[config.mk]
export PLATFORM = sky130hd
export DESIGN_NAME = isqrt_seq
export DESIGN_NICKNAME = d
export VERILOG_FILES = /design/src/rtl/isqrt_pkg.sv /design/src/rtl/isqrt_step.sv /design/src/rtl/isqrt_seq.sv
export SDC_FILE = /design/constraint.sdc
export NUM_CORES = 1
export LEC_CHECK = 0
export ABC_CLOCK_PERIOD_IN_PS = 10700
export BUFFER_PORTS_ARGS = -buffer_cell sky130_fd_sc_hd__buf_2
export CAP_MARGIN = 20
export CORE_AREA = 4 4 145 147
export CTS_CLUSTER_DIAMETER = 120
export DETAILED_ROUTE_END_ITERATION = 10
export DIE_AREA = 0 0 149 151
export PLACE_DENSITY = 0.79
export SKIP_CTS_REPAIR_TIMING = 1
export SLEW_MARGIN = 0
export SYNTH_ARGS = -nofsm -noshare
export SYNTH_HDL_FRONTEND = slang
export SYNTH_SLANG_ARGS = --single-unit
[constraint.sdc]
create_clock -name clk_i -period 10.7 [get_ports clk_i]
set_clock_uncertainty 0.05 [all_clocks]
set_input_delay 1.07 -clock clk_i [delete_from_list [all_inputs] [get_ports clk_i]]
set_output_delay 1.07 -clock clk_i [all_outputs]
set_load 0.01 [all_outputs]
[src/rtl/isqrt_pkg.sv]
// Shared types and elaboration helpers for the sequential integer square root.
package isqrt_pkg;

    typedef enum logic [1:0] {
        StIdle  = 2'd0,
        StAlign = 2'd1,
        StIter  = 2'd2,
        StDone  = 2'd3
    } isqrt_state_t;

    // Radicand width must be even so the result takes exactly IN_W/2 digit steps.
    function automatic bit in_w_valid(int unsigned w);
        return ((w % 2) == 0) && (w >= 4);
    endfunction

endpackage

[src/rtl/isqrt_step.sv]
// One digit-by-digit iteration: trial-subtract r+d from the partial remainder x.
module isqrt_step
    import isqrt_pkg::*;
#(
    parameter int unsigned IN_W = 40
) (
    input  logic [IN_W-1:0] x_i,
    input  logic [IN_W-1:0] r_i,
    input  logic [IN_W-1:0] d_i,
    output logic [IN_W-1:0] x_o,
    output logic [IN_W-1:0] r_o,
    output logic [IN_W-1:0] d_o
);

    logic [IN_W:0] trial;

    always_comb begin
        // One extra bit so r+d cannot wrap before the compare.
        trial = {1'b0, r_i} + {1'b0, d_i};
        x_o   = x_i;
        r_o   = r_i >> 1;
        d_o   = d_i >> 2;
        if ({1'b0, x_i} >= trial) begin
            x_o = x_i - trial[IN_W-1:0];
            r_o = (r_i >> 1) + d_i;
        end
    end

endmodule

[src/rtl/isqrt_seq.sv]
// Sequential integer square root, two radicand bits per cycle, fixed N+3 latency.
module isqrt_seq
    import isqrt_pkg::*;
#(
    parameter int unsigned IN_W  = 40,
    parameter bit          ROUND = 1'b0,
    localparam int unsigned N    = IN_W / 2
) (
    input  logic            clk_i,
    input  logic            rst_i,
    input  logic            start_i,
    input  logic            abort_i,
    input  logic [IN_W-1:0] a_i,
    output logic            busy_o,
    output logic            valid_o,
    output logic [N-1:0]    result_o,
    output logic [N:0]      rem_o,
    output logic            exact_o
);

    if (!in_w_valid(IN_W)) begin : g_bad_in_w
        $error("isqrt_seq: IN_W must be even and >= 4");
    end

    localparam logic [IN_W-1:0] DInit  = {2'b01, {(IN_W-2){1'b0}}};
    localparam logic [N-1:0]    ResOne = {{(N-1){1'b0}}, 1'b1};

    isqrt_state_t    state_q, state_d;
    logic [IN_W-1:0] x_q, x_d;
    logic [IN_W-1:0] r_q, r_d;
    logic [IN_W-1:0] d_q, d_d;
    logic [N-1:0]    result_q, result_d;
    logic [N:0]      rem_q, rem_d;
    logic            exact_q, exact_d;

    logic [IN_W-1:0] x_step, r_step, d_step;
    logic [N-1:0]    r_res;
    logic [N-1:0]    res_final;

    isqrt_step #(
        .IN_W (IN_W)
    ) u_step (
        .x_i (x_q),
        .r_i (r_q),
        .d_i (d_q),
        .x_o (x_step),
        .r_o (r_step),
        .d_o (d_step)
    );

    always_comb begin
        r_res     = r_q[N-1:0];
        res_final = r_res;
        // Round up when the remainder exceeds r, i.e. sqrt(a) > r + 1/2.
        if (ROUND && (x_q > r_q) && (r_res != '1)) begin
            res_final = r_res + ResOne;
        end
    end

    always_comb begin
        state_d  = state_q;
        x_d      = x_q;
        r_d      = r_q;
        d_d      = d_q;
        result_d = result_q;
        rem_d    = rem_q;
        exact_d  = exact_q;

        unique case (state_q)
            StIdle, StDone: begin
                state_d = StIdle;
                if (start_i) begin
                    x_d     = a_i;
                    r_d     = '0;
                    d_d     = DInit;
                    state_d = StAlign;
                end
            end
            StAlign: begin
                if (abort_i) begin
                    state_d = StIdle;
                end else if ((d_q > x_q) && (d_q != '0)) begin
                    d_d = d_q >> 2;
                end else begin
                    state_d = StIter;
                end
            end
            StIter: begin
                if (abort_i) begin
                    state_d = StIdle;
                end else if (d_q != '0) begin
                    x_d = x_step;
                    r_d = r_step;
                    d_d = d_step;
                end else begin
                    state_d  = StDone;
                    result_d = res_final;
                    rem_d    = x_q[N:0];
                    exact_d  = (x_q == '0);
                end
            end
            default: state_d = StIdle;
        endcase
    end

    always_ff @(posedge clk_i) begin
        if (rst_i) begin
            state_q  <= StIdle;
            x_q      <= '0;
            r_q      <= '0;
            d_q      <= '0;
            result_q <= '0;
            rem_q    <= '0;
            exact_q  <= 1'b0;
        end else begin
            state_q  <= state_d;
            x_q      <= x_d;
            r_q      <= r_d;
            d_q      <= d_d;
            result_q <= result_d;
            rem_q    <= rem_d;
            exact_q  <= exact_d;
        end
    end

    assign busy_o   = (state_q == StAlign) || (state_q == StIter);
    assign valid_o  = (state_q == StDone);
    assign result_o = result_q;
    assign rem_o    = rem_q;
    assign exact_o  = exact_q;

endmodule

* Word level (Yosys, flattened, before mapping)
Index checks and enable logic that the tools add are counted.
** Operators by class
- Bitwise gates (word level) :: 2
- Add/sub/neg operators :: 3
- Muxes and demuxes :: 22
- Equality and inequality tests :: 11
- Reductions and logical operators :: 12
- Order comparisons :: 2
** Operators with widths (number)
- $mux W40 :: 13
- $pmux W40 S2 :: 2
- $pmux W40 S3 :: 1
- $add A40 B40 Y41 :: 1
- $ge A40 B41 Y1 :: 1
- $add A39 B40 Y40 :: 1
- $gt A40 B40 Y1 :: 1
- $logic_not A40 Y1 :: 1
- $reduce_bool A40 Y1 :: 1
- $sub A40 B40 Y40 :: 1
- $ne A2 B2 Y1 const B :: 5
- $reduce_and A5 Y1 :: 2
- $mux W2 :: 4
- $ne A3 B3 Y1 const B :: 2
- $pmux W2 S3 :: 1
- $eq A2 B2 Y1 const B :: 2
- $reduce_and A4 Y1 :: 1
- $reduce_and A3 Y1 :: 1
- $eq A2 B1 Y1 const B :: 1
- $logic_not A2 Y1 :: 1
- $ne A2 B1 Y1 const B :: 1
- $not A1 Y1 :: 2
- $reduce_and A2 Y1 :: 1
- $reduce_bool A2 Y1 :: 1
- 4 further kinds :: 4
** Storage, ports and cells
- Bits of input ports :: 44
- Output and inout bits :: 44
- Bits in registers :: 164

* Logic depth before layout (Yosys ltp)
Gate-level depths: netlist (run 1).
- Depth after elaboration :: 6
- Gate-level depth with buffers :: 23
- Depth with buffers taken out :: 20

* Cells and area by module
Synthesis (run 1) repeated with hierarchy kept, for this count alone.
** Unflattened totals
- Cells, all modules :: 1925
- Area, all modules :: 16153.0 um^2
** By module, submodules not included
- isqrt_seq :: seq. area each 3283.1 um^2, instances 1, cells each 909, area each 8251.7 um^2
- isqrt_step :: seq. area each 0.0 um^2, instances 1, cells each 1016, area each 7901.3 um^2

* Worst setup path after synthesis (run 1)
OpenSTA, ideal clock, no wires.
- Path type :: register to register
- From :: register r_q[4]
- To :: register x_q[39]
- Path slack :: 5.778 ns
- Period minus slack after synthesis :: 4.922 ns
- Arrival time :: 4.784 ns
- Required time :: 10.562 ns
- Stages on the path, launching flop included :: 20
- Library setup time :: 0.088 ns
- Path through :: dfxtp_1 > ha_1 > a211oi_1 > a211oi_1 > a221oi_1 > o31ai_1 > a311oi_1 > o21bai_1 > a31o_2 > xnor2_1 > ha_1 > and2_1 > clkbuf_1 > a2111oi_2 > a21oi_1 > or3_1 > a221o_1 > and3_1 > o41a_1 > a311oi_2
** Between the ends
- Longest elaborated chain between the ends :: 6
- Elaborated cells on any way between the ends :: 9
- Those cells by class :: add/sub: 2; order compare: 1; eq/ne: 1; mux: 4; reduce/logical: 1
** RTL lines
- start: declaration :: line isqrt_seq.sv:30 : logic [IN_W-1:0] r_q, r_d;
- start signal: assignment :: line isqrt_seq.sv:118 : r_q <= r_d;
- $add A40 B40 Y41 * :: line isqrt_step.sv:19 : trial = {1'b0, r_i} + {1'b0, d_i};
- $sub A40 B40 Y40 :: line isqrt_step.sv:24 : x_o = x_i - trial[IN_W-1:0];
- $mux W40 :: line isqrt_step.sv:23 : if ({1'b0, x_i} >= trial) begin
- $mux W40 :: line isqrt_seq.sv:91 : end else if (d_q != '0) begin
- $mux W40 :: line isqrt_seq.sv:89 : if (abort_i) begin
- $pmux W40 S2 :: line isqrt_seq.sv:69 : unique case (state_q)
- end signal: assignment :: line isqrt_seq.sv:109 : x_q <= '0;
- end signal: assignment :: line isqrt_seq.sv:117 : x_q <= x_d;
- end: declaration :: line isqrt_seq.sv:29 : logic [IN_W-1:0] x_q, x_d;
Mark *: on every way between the ends. The rest lies on a longest branch, timed or not. The select of a mux whose other input is x is not followed.
A chain may end at the register's enable or synchronous reset.

* Worst setup path after layout (run 1)
- From :: register r_q[6]
- To :: register x_q[6]
The elaborated chain is that of the path after synthesis.

==> Implementation_results.wiki, run 1 <==
{| class="wikitable"
! Metric !! Value
|-
| Share of post-route cells with drive strength above 1 || between 10% and 20%
|-
| Worst Reg2Reg Path Length in Cells || 19
|-
| Per-cell routed wire length || 20.0 um
|-
| Switching power share of the total || between 30% and 40%
|-
| Final Max Tran Viols || 0
|-
| Total Routed Length || ~37000 um
|-
| Share of power burned in the clock network || between 30% and 40%
|-
| First-pass detailed-route iteration total || 6
|-
| Number of maximum-capacitance violations || 0
|-
| Initial antenna violation count || 0
|-
| RSZ-0062 raised after global routing || no
|-
| Cell Int Power || 0.00108 W
|-
| Chip Height || ~150 um
|-
| Number of design rule violations left after detail routing || 0
|-
| Count of final setup violators || 0
|-
| Number of global-route vias before repair || about 11000
|-
| Mean area per synthesized cell || roughly 7.8 um^2
|-
| Crit path capture type || flop
|-
| Number of sinks on the clock net || between 100 and 150
|-
| Synth Net Count || between 1500 and 2000
|-
| Starting utilization of the core area || 58.8%
|-
| Category of the most critical setup path || reg2reg
|-
| Setup TNS || 0 ps
|-
| End-of-flow core utilization || roughly 65%
|-
| Critical path data required time || 10970 ps
|-
| Largest incremental delay on the critical path || about 600 ps
|-
| Distinct cell type count of the synthesized netlist || 80
|-
| Pleak || 5.04 nW
|-
| Post-detailed-route count of antenna-violating nets || 0
|-
| Post-synthesis instance area || 11700 um^2
|-
| Max-Slew Margin vs Limit || between 30% and 40%
|-
| Cell Count, Final, Fillers Out || about 1800
|-
| Library cell contributing the largest single delay on the critical path || sky130_fd_sc_hd__buf_4
|-
| Logic depth of the worst setup path including buffers || 19
|-
| Horiz. Die Dim || around 150 um
|-
| Worst Tran Pin Value || approximately 940 ps
|-
| Power density over the cells || roughly 130 nW/um^2
|-
| Site row count || 52
|-
| Flip-flop and latch count after synthesis || between 100 and 150
|-
| Clock buffers created by TritonCTS || 17
|-
| Startpoint class of the critical path || flop
|-
| Switching power of the nets || around 0.00062 W
|-
| Vias post-DR || approximately 12000
|-
| Area of the core || 19900 um^2
|-
| Reg-to-reg setup timing slack || roughly 4200 ps
|-
| TritonCTS clock tree || yes
|-
| Share of synthesized flip-flops with an asynchronous set or reset || 0%
|-
| Result of the run || complete, no violations
|-
| Synthesized netlist cell count || 1509
|-
| Maximum buffer depth of the clock tree || 2
|-
| F_max || 154 MHz
|-
| Min Tclk post-route || approximately 6500 ps
|-
| Cell count after placement || roughly 1800
|-
| Via-to-Cell Ratio || around 6.5
|-
| Cell-by-cell trace of the critical path || ha_1, a21oi_1, a211oi_1, a221oi_1, o31ai_1, a31oi_1, o21ai_0, a31oi_1, xor2_1, ha_1, and3_1, nor2b_1, a31o_2, nand3_1, a21o_1, a21oi_4, buf_4, o21ai_1, o311a_1
|-
| Final WS setup || approximately 4200 ps
|-
| Max VDD drop || 0.114 mV
|-
| Pre-CTS setup slack || roughly 4400 ps
|-
| Count of flip-flops with a built-in enable after synthesis || 0
|-
| Root buf cell || sky130_fd_sc_hd__clkbuf_16
|-
| Maximum number of pins on one net before global-route repair || 53
|-
| Hold Fails Final Rpt || 0
|-
| Fin area || 12800 um^2
|-
| Sequential share of the synthesized area || approximately a quarter
|-
| Number of inserted filler cells in the final layout || 1800
|-
| Clk Latency, worst-skew pair || 440 ps
|-
| Total routing resource utilization after global routing || 32.0%
|-
| Total congestion overflow || 0
|-
| Sequential share of power || about a third
|-
| Most common flop cell mapped by yosys || sky130_fd_sc_hd__dfxtp_1
|-
| IO buf count || 87
|-
| CP arrival || approximately 6800 ps
|-
| Critical Path Fanout Max || 38
|-
| Antenna Diode Count || 0
|-
| Number of warning messages in the yosys log || 0
|-
| Hold path depth || 2
|-
| Area after DPL || 12300 um^2
|-
| Buf+Inv Stages, Crit Path || 1
|-
| Ratio of final minimum period to clock period || between 60% and 70%
|-
| Count of H-tree levels built during CTS || 4
|-
| Family with the most delay on the worst path || compound AO/OA/AOI/OAI gates
|-
| First-pass GRT wire length || between 50000 and 60000 um
|-
| Placed wire-length estimate after detailed placement || approximately 27000 um
|-
| HP Class || reg2reg
|-
| Clock-pin slew on the worst setup and hold paths || around 60 ps
|-
| Routability cong. || 1.02
|-
| Combinational share of power || 30.9%
|-
| Violation count after the first detailed-route iteration || between 1000 and 1500
|-
| Die Footprint || approximately 22000 um^2
|-
| Count of nets after finishing || approximately 1700
|-
| I/O Pins || just under 90
|-
| Layout overhead on the synthesized area || 9.66%
|}
## synth_stat cells (all sizes together) (10+ instances only)
| cell | number | area [um^2] |
|---|---|---|
| or4 | 14 | 105 |
| clkbuf | 57 | 215 |
| a21o | 20 | 150 |
| nand3 | 57 | 335 |
| a211oi | 70 | 526 |
| nor2b | 19 | 121 |
| o21bai | 18 | 135 |
| inv | 50 | 188 |
| nor3 | 23 | 120 |
| nor4 | 19 | 119 |
| o21ai | 85 | 425 |
| o21a | 10 | 75.1 |
| a31oi | 36 | 225 |
| mux2i | 40 | 400 |
| ha | 105 | 1310 |
| and3 | 16 | 100 |
| nand2 | 204 | 766 |
| xor2 | 39 | 342 |
| xnor2 | 46 | 403 |
| nand4 | 26 | 163 |
| nand2b | 28 | 175 |
| a21oi | 136 | 729 |
| nor2 | 76 | 285 |
| dfxtp | 144 | 2880 |
| o211ai | 25 | 188 |
| buf | 25 | 144 |
| and2 | 11 | 68.8 |
## logic make-up after synthesis
group           count (synthesis)  synth area share, %
mux                            45                 3.90
fa+ha+maj                     106                 11.4
compound gates                479                 27.3
xor+xnor                       85                 6.36
simple gates                  517                 21.7
flops                         144                 24.6
buf+inv                       133                 4.70
## power by group through the flow
stage / logic (W) / clock network (W) / registers (W)
detailed placement: 0.000509 / 0 / 0.000608
CTS: 0.000513 / 0.000582 / 0.000596
floorplan: 0.000392 / 0 / 0.000587
global route: 0.000568 / 0.000609 / 0.000599
finish: 0.000526 / 0.000578 / 0.000599
global placement: 0.000504 / 0 / 0.000608
## layout by cell type (no fill, tap or decap), types with 11 or more instances in the layout
master	netlist	final
sky130_fd_sc_hd__clkbuf_16	0	17
sky130_fd_sc_hd__nor2_1	76	73
sky130_fd_sc_hd__a21o_1	20	20
sky130_fd_sc_hd__nand4_1	26	26
sky130_fd_sc_hd__a31oi_1	36	36
sky130_fd_sc_hd__nand2_1	204	204
sky130_fd_sc_hd__or4_1	14	14
sky130_fd_sc_hd__ha_1	105	104
sky130_fd_sc_hd__mux2i_1	40	40
sky130_fd_sc_hd__nor4_1	19	19
sky130_fd_sc_hd__buf_4	3	13
sky130_fd_sc_hd__nor3_1	22	21
sky130_fd_sc_hd__nand2b_1	28	28
sky130_fd_sc_hd__buf_2	19	86
sky130_fd_sc_hd__o21bai_1	18	18
sky130_fd_sc_hd__o21ai_0	75	75
sky130_fd_sc_hd__and2_1	11	11
sky130_fd_sc_hd__nand3_1	47	47
sky130_fd_sc_hd__inv_1	50	50
sky130_fd_sc_hd__and3_1	16	16
sky130_fd_sc_hd__a211oi_1	70	69
sky130_fd_sc_hd__nor2b_1	18	18
sky130_fd_sc_hd__a21oi_1	123	123
sky130_fd_sc_hd__o211ai_1	25	25
sky130_fd_sc_hd__a21oi_2	13	11
sky130_fd_sc_hd__dfxtp_1	144	144
sky130_fd_sc_hd__xor2_1	39	39
sky130_fd_sc_hd__xnor2_1	46	46
## path summary, 6_finish.rpt
| check | startpoint | end |
|---|---|---|
| hold reg to reg | result_o[3]$_SDFFE_PP0P_ | result_o[3]$_SDFFE_PP0P_ |
| hold / removal | result_o[3]$_SDFFE_PP0P_ | result_o[3]$_SDFFE_PP0P_ |
| setup / recovery | r_q[6]$_SDFFE_PP0P_ | x_q[6]$_SDFFE_PP0P_ |
| setup reg to reg | r_q[6]$_SDFFE_PP0P_ | x_q[6]$_SDFFE_PP0P_ |
## worst register-to-register path, stage by stage (launching register included)
cell and delay (ps):
sky130_fd_sc_hd__dfxtp_1 390, sky130_fd_sc_hd__ha_1 390, sky130_fd_sc_hd__a21oi_1 90, sky130_fd_sc_hd__a211oi_1 500
sky130_fd_sc_hd__a221oi_1 250, sky130_fd_sc_hd__o31ai_1 440, sky130_fd_sc_hd__a31oi_1 190, sky130_fd_sc_hd__o21ai_0 300
sky130_fd_sc_hd__a31oi_1 150, sky130_fd_sc_hd__xor2_1 180, sky130_fd_sc_hd__ha_1 400, sky130_fd_sc_hd__and3_1 230
sky130_fd_sc_hd__nor2b_1 300, sky130_fd_sc_hd__a31o_2 220, sky130_fd_sc_hd__nand3_1 70, sky130_fd_sc_hd__a21o_1 260
sky130_fd_sc_hd__a21oi_4 580, sky130_fd_sc_hd__buf_4 590, sky130_fd_sc_hd__o21ai_1 370, sky130_fd_sc_hd__o311a_1 410
## layout make-up
cell class	instances	area (um^2)	share of cell area, %
Tap cell	270	338	2.63
Multi-Input combinational cell	1232	8320	64.8
Timing Repair Buffer	100	556	4.33
Sequential cell	144	2880	22.4
Clock buffer	21	450	3.51
Clock inverter	11	104	0.809
Inverter	51	191	1.49
## sequential cells by signal, indices dropped and copies added, names as in the netlist
name / cells
exact_o: 1
rem_o: 21
d_q: 20
r_q: 40
state_q: 2
x_q: 40
result_o: 20
## per-stage QoR
stage	hold slack, ps	total power (W)
after floorplan	399	0.000980
after global placement	389	0.00111
after detailed placement	394	0.00112
after CTS	402	0.00169
after global routing	415	0.00178
final	398	0.00170
## routing by layer
metal / up-vias / wire length [um] / track usage, %
met5: - / 0 / 0
met4: 0 / 1510 / 14.6
met3: 89 / 3040 / 5.51
met2: 573 / 16800 / 51.9
met1: 5573 / 15300 / 41.7
li1: 5648 / - / -
Power figures use the tool's default switching activity.
==> run 2, diff against run 1 <==
ABC_CLOCK_PERIOD_IN_PS = 6300   (was 10700)
clock period = 6.3 ns   (was 10.7 ns; I/O delays follow)
==> run 2 against run 1 <==
Compared with the run above: final area is 0.27% higher; fmax increased by 14%; flip-flop and latch count did not move; utilization rose by 0.18 points.
==> Implementation_results.wiki, run 2 (same netlist as run 1, synthesis figures left out) <==
{| class="wikitable"
! Metric !! Value
|-
| Category of the most critical setup path || reg2reg
|-
| Total area of multi-input combinational cells || 8310 um^2 (about the same)
|-
| Horiz. Die Dim || 149 um (unchanged)
|-
| Clock-pin slew on the worst setup and hold paths || 70 ps (about the same)
|-
| Final Max Tran Viols || 0 (unchanged)
|-
| Starting utilization of the core area || 58.8% (unchanged)
|-
| Number of inserted filler cells in the final layout || 1756 (-2.4%)
|-
| Number of maximum-capacitance violations || 0 (unchanged)
|-
| Hold path depth || 2 (unchanged)
|-
| Max-Slew Margin vs Limit || 38.6% (+1.6 points)
|-
| Startpoint class of the critical path || flop
|-
| Number of global-route vias before repair || 11000 (+0.62%)
|-
| Critical Path Fanout Max || 16 (-58%)
|-
| Clk Latency, worst-skew pair || 430 ps (about the same)
|-
| Layout overhead on the synthesized area || 9.96%
|-
| Violation count after the first detailed-route iteration || 1172 (+13%)
|-
| Max VDD drop || 0.169 mV (+48%)
|-
| Total routing resource utilization after global routing || 31.7% (-0.31 points)
|-
| Most common cell after layout, fill and taps aside || sky130_fd_sc_hd__nand2_1
|-
| Min Tclk post-route || 5730 ps (-778 ps)
|-
| First-pass detailed-route iteration total || 6 (unchanged)
|-
| Worst Reg2Reg Path Length in Cells || 19 (unchanged)
|-
| Crit path capture type || flop
|-
| Site row count || 52 (unchanged)
|-
| TritonCTS clock tree || yes
|-
| Sequential share of power || 34.5% (-0.7 points)
|-
| Total congestion overflow || 0 (unchanged)
|-
| Switching power share of the total || 37.0% (+0.30 points)
|-
| Result of the run || complete, no violations
|-
| Maximum buffer depth of the clock tree || 2 (unchanged)
|-
| Antenna Diode Count || 0 (unchanged)
|-
| Vias post-DR || 12000 (+0.77%)
|-
| Switching power of the nets || 0.00109 W (+74%)
|-
| Root buf cell || sky130_fd_sc_hd__clkbuf_16
|-
| Initial antenna violation count || 0 (unchanged)
|-
| Area of the core || 19900 um^2 (unchanged)
|-
| Count of final setup violators || 0 (unchanged)
|-
| F_max || 174 MHz (+14%)
|-
| Ratio of final minimum period to clock period || 91.0% (+30 points)
|-
| Hold Fails Final Rpt || 0 (unchanged)
|-
| Count of nets after finishing || 1700 (+0.24%)
|-
| Fin area || 12900 um^2 (+0.27%)
|-
| First-pass GRT wire length || 57400 um (about the same)
|-
| Share of power burned in the clock network || 34.7% (+0.8 points)
|-
| Power density over the cells || 228 nW/um^2 (+72%)
|-
| Final worst hold slack || 401 ps (+2.45 ps)
|-
| Critical path data required time || 6520 ps (-4450 ps)
|-
| I/O Pins || 88 (unchanged)
|-
| Cell Int Power || 0.00185 W (+72%)
|-
| End-of-flow core utilization || 64.7% (+0.18 points)
|-
| Pleak || 5.07 nW (+0.59%)
|-
| Chip Height || 151 um (unchanged)
|-
| Routability cong. || 1.02 (+0.19%)
|-
| Via-to-Cell Ratio || 6.53 (+0.55%)
|-
| Combinational share of power || 30.8% (about the same)
|-
| Count of H-tree levels built during CTS || 4 (unchanged)
|-
| Maximum number of pins on one net before global-route repair || 63 (+19%)
|-
| Die Footprint || 22500 um^2 (unchanged)
|-
| Post-detailed-route count of antenna-violating nets || 0 (unchanged)
|-
| RSZ-0062 raised after global routing || no
|-
| Worst Tran Pin Value || 918 ps (-24.1 ps)
|-
| Total Routed Length || 36200 um (-1.2%)
|-
| Sequential cell area || 2880 um^2 (unchanged)
|-
| Leading cell types in the layout, fill and taps excluded || sky130_fd_sc_hd__nand2_1, sky130_fd_sc_hd__dfxtp_1, sky130_fd_sc_hd__a21oi_1
|-
| IO buf count || 87 (unchanged)
|-
| CP arrival || 5960 ps (-820 ps)
|-
| Per-cell routed wire length || 19.8 um (-1.4%)
|-
| Number of sinks on the clock net || 144 (unchanged)
|-
| HP Class || reg2reg
|-
| Clock buffers created by TritonCTS || 17 (unchanged)
|-
| Number of design rule violations left after detail routing || 0 (unchanged)
|-
| Area after DPL || 12300 um^2 (about the same)
|-
| Setup TNS || 0 ps (unchanged)
|-
| Placed wire-length estimate after detailed placement || 26800 um (-1.8%)
|-
| Share of post-route cells with drive strength above 1 || 12.6% (+0.42 points)
|}
[run 2: changes by cell type in the layout (fill, tap and decap cells not counted), sizes merged]
cell | before | now
inv | 54 | 57
clkinv | 5 | 6
clkbuf | 21 | 18
clkinvlp | 2 | 1
buf | 100 | 104
[run 2: metal layers]
metal  vias up  GRT usage, %  wire length [um]
met5         -             0                 0
met1      5625          41.0             15000
met4         0          15.0              1640
met3       106          5.03              2990
li1       5683             -                 -
met2       560          51.8             16600
[run 2: layout make-up]
class | count | area share [%]
sequential | 144 | 22.4
timing repair buffer | 104 | 4.39
clock inverter | 14 | 1.15
multi-input combinational | 1232 | 64.6
tap | 270 | 2.62
clock buffer | 18 | 3.41
inverter | 51 | 1.49
[run 2: critical path, stage by stage, from the launching register on]
cell,delay (ps)
sky130_fd_sc_hd__dfxtp_1,450
sky130_fd_sc_hd__ha_1,340
sky130_fd_sc_hd__a211oi_1,280
sky130_fd_sc_hd__a211oi_1,130
sky130_fd_sc_hd__a221oi_1,540
sky130_fd_sc_hd__o31ai_1,220
sky130_fd_sc_hd__a311oi_1,450
sky130_fd_sc_hd__o21ai_0,250
sky130_fd_sc_hd__a41oi_1,290
sky130_fd_sc_hd__xor2_1,190
sky130_fd_sc_hd__ha_1,330
sky130_fd_sc_hd__a21o_1,190
sky130_fd_sc_hd__a21oi_1,160
sky130_fd_sc_hd__a21oi_1,100
sky130_fd_sc_hd__a2111oi_2,680
sky130_fd_sc_hd__a21oi_4,100
sky130_fd_sc_hd__buf_4,250
sky130_fd_sc_hd__buf_4,230
sky130_fd_sc_hd__a211oi_1,270
sky130_fd_sc_hd__a211oi_1,90
[run 2: power groups by stage]
stage | sequential [W] | clock [W] | combinational [W]
4_1_cts | 0.00101 | 0.00103 | 0.000882
5_1_grt | 0.00101 | 0.00107 | 0.000984
6_report | 0.00101 | 0.00102 | 0.000906
3_5_place_dp | 0.00103 | 0 | 0.000877
3_3_place_gp | 0.00103 | 0 | 0.000864
2_1_floorplan | 0.000997 | 0 | 0.000666
[run 2: final timing paths]
path / start / end / slack [ps]
setup / recovery: r_q[4]$_SDFFE_PP0P_ / x_q[27]$_SDFFE_PP0P_ / 570
hold reg to reg: rem_o[13]$_SDFFE_PP0P_ / rem_o[13]$_SDFFE_PP0P_ / 400
setup reg to reg: r_q[4]$_SDFFE_PP0P_ / x_q[27]$_SDFFE_PP0P_ / 570
hold / removal: rem_o[13]$_SDFFE_PP0P_ / rem_o[13]$_SDFFE_PP0P_ / 400
[run 2: metrics by stage]
step | std cells | total power, W | setup WS (ps)
after floorplan | 1509 | 0.00166 | 1380
after global placement | 1801 | 0.00189 | 886
after detailed placement | 1801 | 0.00191 | 771
after CTS | 1833 | 0.00292 | 692
after global routing | 1833 | 0.00307 | 249
final | 1833 | 0.00294 | 567
